===== src/rtl/mult_hilo_ctrl_pkg.sv =====
// Shared definitions for the HI/LO sequencers (multiplier now, divider later).
package mult_hilo_ctrl_pkg;

  localparam int WIDTH_DEF   = 16;
  localparam int TIMEOUT_DEF = 40;

  // Encoding is fixed so debug tools and the divider controller agree on it.
  typedef enum logic [2:0] {
    ST_IDLE  = 3'd0,
    ST_ISSUE = 3'd1,
    ST_WAIT  = 3'd2,
    ST_FIXUP = 3'd3,
    ST_WRITE = 3'd4
  } state_t;

endpackage


===== src/rtl/mult_hilo_ctrl_sign_mag.sv =====
// Conditional two's-complement negate: res = neg ? -val : val (mod 2^W).
// Used for operand magnitudes and for the product sign fix-up.
module mult_hilo_ctrl_sign_mag #(
  parameter int W = 16
) (
  input  logic [W-1:0] val,
  input  logic         neg,
  output logic [W-1:0] res
);

  // Most-negative value maps to itself, which is the correct magnitude.
  always_comb res = neg ? (W'(0) - val) : val;

endmodule


===== src/rtl/mult_hilo_ctrl.sv =====
// Sequencer in front of the shift-add multiplier: latches operands, issues
// the multiply, waits for done (with timeout), fixes the sign and writes HI/LO.
//
// Handshake with the multiplier: mul_start is a one-cycle pulse in ISSUE;
// the multiplier samples it at the edge ending ISSUE and drops mul_done at
// that same edge, so any mul_done seen in WAIT belongs to this operation.
// mul_a/mul_b stay constant from acceptance until the next request.
module mult_hilo_ctrl
  import mult_hilo_ctrl_pkg::*;
#(
  parameter int WIDTH   = WIDTH_DEF,
  parameter int TIMEOUT = TIMEOUT_DEF
) (
  input  logic               clockMul,
  input  logic               reset,
  input  logic               req,
  input  logic               is_signed,
  input  logic [WIDTH-1:0]   op_a,
  input  logic [WIDTH-1:0]   op_b,
  output logic               mul_start,
  output logic [WIDTH-1:0]   mul_a,
  output logic [WIDTH-1:0]   mul_b,
  input  logic               mul_done,
  input  logic [2*WIDTH-1:0] mul_product,
  output logic               busy,
  output logic [WIDTH-1:0]   hi,
  output logic [WIDTH-1:0]   lo,
  output logic               result_valid,
  output logic               fault
);

  localparam int             CW     = $clog2(TIMEOUT + 1);
  localparam logic [CW-1:0]  TO_VAL = CW'(TIMEOUT);

  state_t             state, state_next;
  logic               neg;
  logic [2*WIDTH-1:0] prod;
  logic [CW-1:0]      cnt;
  logic [CW-1:0]      cnt_inc;
  logic               timeout_hit;
  logic [WIDTH-1:0]   mag_a, mag_b;
  logic [2*WIDTH-1:0] prod_fix;

  mult_hilo_ctrl_sign_mag #(.W(WIDTH)) u_mag_a (
    .val (op_a),
    .neg (is_signed & op_a[WIDTH-1]),
    .res (mag_a)
  );

  mult_hilo_ctrl_sign_mag #(.W(WIDTH)) u_mag_b (
    .val (op_b),
    .neg (is_signed & op_b[WIDTH-1]),
    .res (mag_b)
  );

  mult_hilo_ctrl_sign_mag #(.W(2*WIDTH)) u_fix (
    .val (prod),
    .neg (neg),
    .res (prod_fix)
  );

  // Timeout counter arithmetic for the WAIT state.
  always_comb begin
    cnt_inc     = cnt + CW'(1);
    timeout_hit = (cnt_inc == TO_VAL);
  end

  // Next-state logic.
  always_comb begin
    state_next = state;
    case (state)
      ST_IDLE:  if (req) state_next = ST_ISSUE;
      ST_ISSUE: state_next = ST_WAIT;
      ST_WAIT: begin
        if (mul_done)         state_next = ST_FIXUP;
        else if (timeout_hit) state_next = ST_IDLE;
      end
      ST_FIXUP: state_next = ST_WRITE;
      ST_WRITE: state_next = ST_IDLE;
      default:  state_next = ST_IDLE;
    endcase
  end

  // State register.
  always_ff @(posedge clockMul) begin
    if (reset) state <= ST_IDLE;
    else       state <= state_next;
  end

  // Registered datapath and outputs, advanced according to the current state.
  always_ff @(posedge clockMul) begin
    if (reset) begin
      mul_start    <= 1'b0;
      mul_a        <= '0;
      mul_b        <= '0;
      busy         <= 1'b0;
      hi           <= '0;
      lo           <= '0;
      result_valid <= 1'b0;
      fault        <= 1'b0;
      neg          <= 1'b0;
      prod         <= '0;
      cnt          <= '0;
    end else begin
      mul_start    <= 1'b0;
      result_valid <= 1'b0;
      case (state)
        ST_IDLE: begin
          if (req) begin
            neg       <= is_signed & (op_a[WIDTH-1] ^ op_b[WIDTH-1]);
            mul_a     <= mag_a;
            mul_b     <= mag_b;
            busy      <= 1'b1;
            mul_start <= 1'b1;
          end
        end
        ST_ISSUE: cnt <= '0;
        ST_WAIT: begin
          if (mul_done) begin
            prod <= mul_product;
          end else begin
            cnt <= cnt_inc;
            if (timeout_hit) begin
              fault <= 1'b1;
              busy  <= 1'b0;
            end
          end
        end
        ST_FIXUP: prod <= prod_fix;
        ST_WRITE: begin
          hi           <= prod[2*WIDTH-1:WIDTH];
          lo           <= prod[WIDTH-1:0];
          result_valid <= 1'b1;
          busy         <= 1'b0;
        end
        default: ;
      endcase
    end
  end

endmodule


===== config.mk =====
export PLATFORM = sky130hd
export DESIGN_NAME = mult_hilo_ctrl
export DESIGN_NICKNAME = d
export VERILOG_FILES = /design/src/rtl/mult_hilo_ctrl_pkg.sv /design/src/rtl/mult_hilo_ctrl_sign_mag.sv /design/src/rtl/mult_hilo_ctrl.sv
export SDC_FILE = /design/constraint.sdc
export NUM_CORES = 1
export LEC_CHECK = 0
export ABC_CLOCK_PERIOD_IN_PS = 2900
export CAP_MARGIN = 40
export CORE_ASPECT_RATIO = 0.75
export CORE_UTILIZATION = 50
export DETAILED_ROUTE_END_ITERATION = 8
export GPL_ROUTABILITY_DRIVEN = 0
export PLACE_DENSITY = 0.9
export SLEW_MARGIN = 20
export SYNTH_ARGS = -nofsm -noshare
export SYNTH_HDL_FRONTEND = slang
export SYNTH_SLANG_ARGS = --single-unit

===== constraint.sdc =====
create_clock -name clockMul -period 2.9 [get_ports clockMul]
set_input_delay 0.725 -clock clockMul [delete_from_list [all_inputs] [get_ports clockMul]]
set_output_delay 0.725 -clock clockMul [all_outputs]
set_load 0.05 [all_outputs]

==> results.py <==
metrics = {
    "run_status": {
        "status": "complete, no violations",
    },
    "finish": {
        "syn_to_final_growth_pct": 31.6,
        "antenna_cells": 0,
        "fillers": 904,
        "post-route-util": 0.674,
        "drive_gt1_frac": 0.0678,
        "layout.nets": 909,
    },
    "floorplan": {
        "design.die.area_mm2": 0.0116,
        "ios": 137,
        "initial_core_util": 0.512,
        "num_rows": 33,
        "die_h_um": 93.5,
        "die_w_um": 124,
        "coreArea_mm2": 0.0109,
    },
    "power": {
        "p_per_area_mw_per_mm2": 508,
        "leakagePower_nw": 2.55,
        "ir_drop_mv": 0.335,
    },
    "clocking": {
        "cts_root_buffer": "clkbuf_16",
        "cts-buffers-inserted": 9,
        "path_clk_slew_ps": 70,
        "numClockSinks": 110,
        "htreeDepth": 3,
        "worstSkewPairLatency_ps": 340,
        "cts_tree": "yes",
        "clockBufferDepth": 2,
    },
    "run": {
        "drv_cap": 0,
    },
    "detailed_routing": {
        "wire_per_inst_um": 15.4,
        "wl_met2_mm": 6.64,
        "routed_wl_mm": 15.1,
        "vias": 5816,
        "drt-initial-drc-count": 465,
        "drcViolationCount": 0,
        "wl_met3_mm": 1.21,
        "highest_layer": "met4",
        "drt-met1-wl_mm": 6.95,
        "viasPerCell": 5.93,
        "antenna_left": 0,
        "dr.pass1.iters": 6,
    },
    "worst_setup_path": {
        "path_class": "input port to register",
        "cp-startpoint": "op_b[6]",
        "end_kind": "register",
        "crit-reg2reg-launch": "prod[0]",
        "required_ps": 3160,
        "r2r-end": "prod[28]",
        "cp-start-kind": "input port",
        "critical_path_arrival_ps": 2920,
        "rr_worst_depth": 7,
        "rrSetupSlack_ps": 450,
        "path_max_fanout": 3,
    },
    "place": {
        "port_buffers": 136,
        "dp.final_hpwl_mm": 10.8,
    },
    "synthesis": {
        "synth_warnings": 0,
        "ys_seq_area_frac": 0.395,
        "synth_area_per_cell_um2": 7.78,
        "synth_edf_count": 0,
        "ys_types": 68,
        "async_reset_ff_frac": 0,
        "synth_area_mm2": 0.00558,
        "synthFlopType": "dfxtp_1",
        "syn_inst": 717,
        "synth_nets": 790,
        "synth_seq_cells": 110,
    },
    "sta": {
        "hold_viol": 0,
        "worst_pin_slew_ps": 558,
        "relSlewSlack": 0.625,
        "setup_viol": 0,
        "maxSlewViolCount": 0,
        "max_freq_mhz": 376,
        "post-route-min-period_ps": 2660,
        "fin_setup_tns_ps": 0,
        "final.setup_skew_ps": 6.79,
        "period_share": 0.917,
        "rsz0062_at_grt": "no",
    },
    "grt": {
        "grt_pass1_wl_mm": 25.0,
        "grt_pass1_vias": 5078,
        "grtUsageTotal": 0.271,
        "grt_start_max_net_pins": 60,
        "grt_remaining_overflow": 0,
        "grt_antenna_before_repair": 0,
    },
    "worst_hold_path": {
        "whs_path_depth": 2,
        "hp-class": "register to register",
        "hp-start": "lo[12]",
        "whs_endpoint": "lo[12]",
    },
}
-- what timing repair did --
action / in CTS / in global routing
gates resized for setup: 0 / 1
endpoints found under the setup margin: 0 / 1
hold buffers: 0 / 0
buffers inserted: 0 / 0
-- through the flow --
stage          cells  total power, mW  worst slack, ps  hold slack [ps]  instance area (um^2)
2_1_floorplan    717             2.27              476              432                  5580
3_3_place_gp     964             2.58            -32.5              442                  7050
3_5_place_dp     965             2.60            -92.1              446                  7070
4_1_cts          981             3.74              244              455                  7340
5_1_grt          981             3.89             17.4              469                  7340
6_report         981             3.73              241              454                  7340
-- synthesized netlist by cell type (4+ instances only) --
library cell	n	area share
inv_1	10	0.0067
a211oi_1	34	0.046
nand2b_1	6	0.0067
nor4_1	17	0.019
ha_1	4	0.0090
clkbuf_1	37	0.025
or4_1	8	0.011
nand4_1	5	0.0056
buf_2	4	0.0036
a311oi_1	6	0.0094
nand3b_1	5	0.0067
nor2b_1	4	0.0045
or3b_2	4	0.0063
mux2i_1	4	0.0072
buf_6	5	0.010
dfxtp_1	110	0.39
o211ai_1	4	0.0054
a21oi_1	80	0.072
nor3_1	18	0.016
o21ai_0	20	0.018
o31ai_1	8	0.011
nand2_1	115	0.077
nor2_1	93	0.063
or3_1	8	0.0090
xnor2_1	13	0.020
nand3_1	14	0.013
and2_1	5	0.0056
xor2_1	13	0.020
-- worst max-delay path, stage by stage --
cell and delay [ps]:
clkdlybuf4s50_1 440, nor4_2 280, buf_4 170, or3b_2 470
buf_4 160, o31ai_1 300, xor2_1 130, a211oi_1 240
-- where the power goes --
group	switching [mW]	total (mW)	internal, mW
Sequential	0.0731	1.66	1.58
Clock	0.559	1.15	0.586
Combinational	0.569	0.924	0.356
Total	1.20	3.73	2.53
-- logic make-up after synthesis --
kind of cell    share of synthesized area
compound gates                      0.214
mux                               0.00920
buf+inv                            0.0489
fa+ha+maj                         0.00897
simple gates                        0.283
flops                               0.395
xor+xnor                           0.0408
-- registers in the layout (all words and copies together) (netlist names) --
name / cells
busy: 1
cnt: 6
fault: 1
hi: 16
lo: 16
mul_a: 16
mul_b: 16
mul_start: 1
neg: 1
prod: 32
result_valid: 1
state: 3
-- worst max-delay path by stage --
stage | end | slack (ps)
2_1_floorplan | mul_b[14] | 480
3_3_place_gp | mul_b[14] | -30
3_5_place_dp | mul_b[10] | -90
4_1_cts | mul_b[10] | 240
5_1_grt | mul_b[10] | 20
6_report | mul_b[10] | 240
-- cells in the final DEF, fill, tap and decap left out, types with 8 or more instances in the layout --
master           Yosys  final
nand3_1             14     14
nor4_1              17     16
clkbuf_16            0      9
o31ai_1              8      8
nor3_1              18     17
or4_1                8      8
a211oi_1            34     34
nor2_1              93     93
dfxtp_1            110    110
inv_1               10     10
buf_4                1     21
clkdlybuf4s50_1      0    135
xor2_1              13     13
a21oi_1             80     80
xnor2_1             13     13
nand2_1            115    115
or3_1                8      8
o21ai_0             20     20
-- per-layer routing --
layer	GRT usage	vias to the layer above
li1	-	2810
met1	0.391	2689
met2	0.401	288
met3	0.0610	29
met4	0.0774	0
met5	0	-
-- cell type report --
type / instances / area (um^2) / area share
multi-input combinational: 547 / 3120 / 0.424
sequential: 110 / 2200 / 0.300
timing repair buffer: 158 / 1540 / 0.210
clock buffer: 11 / 233 / 0.0317
tap: 140 / 175 / 0.0239
inverter: 10 / 37.5 / 0.00511
clock inverter: 5 / 36.3 / 0.00494
Power figures use the tool's default switching activity.
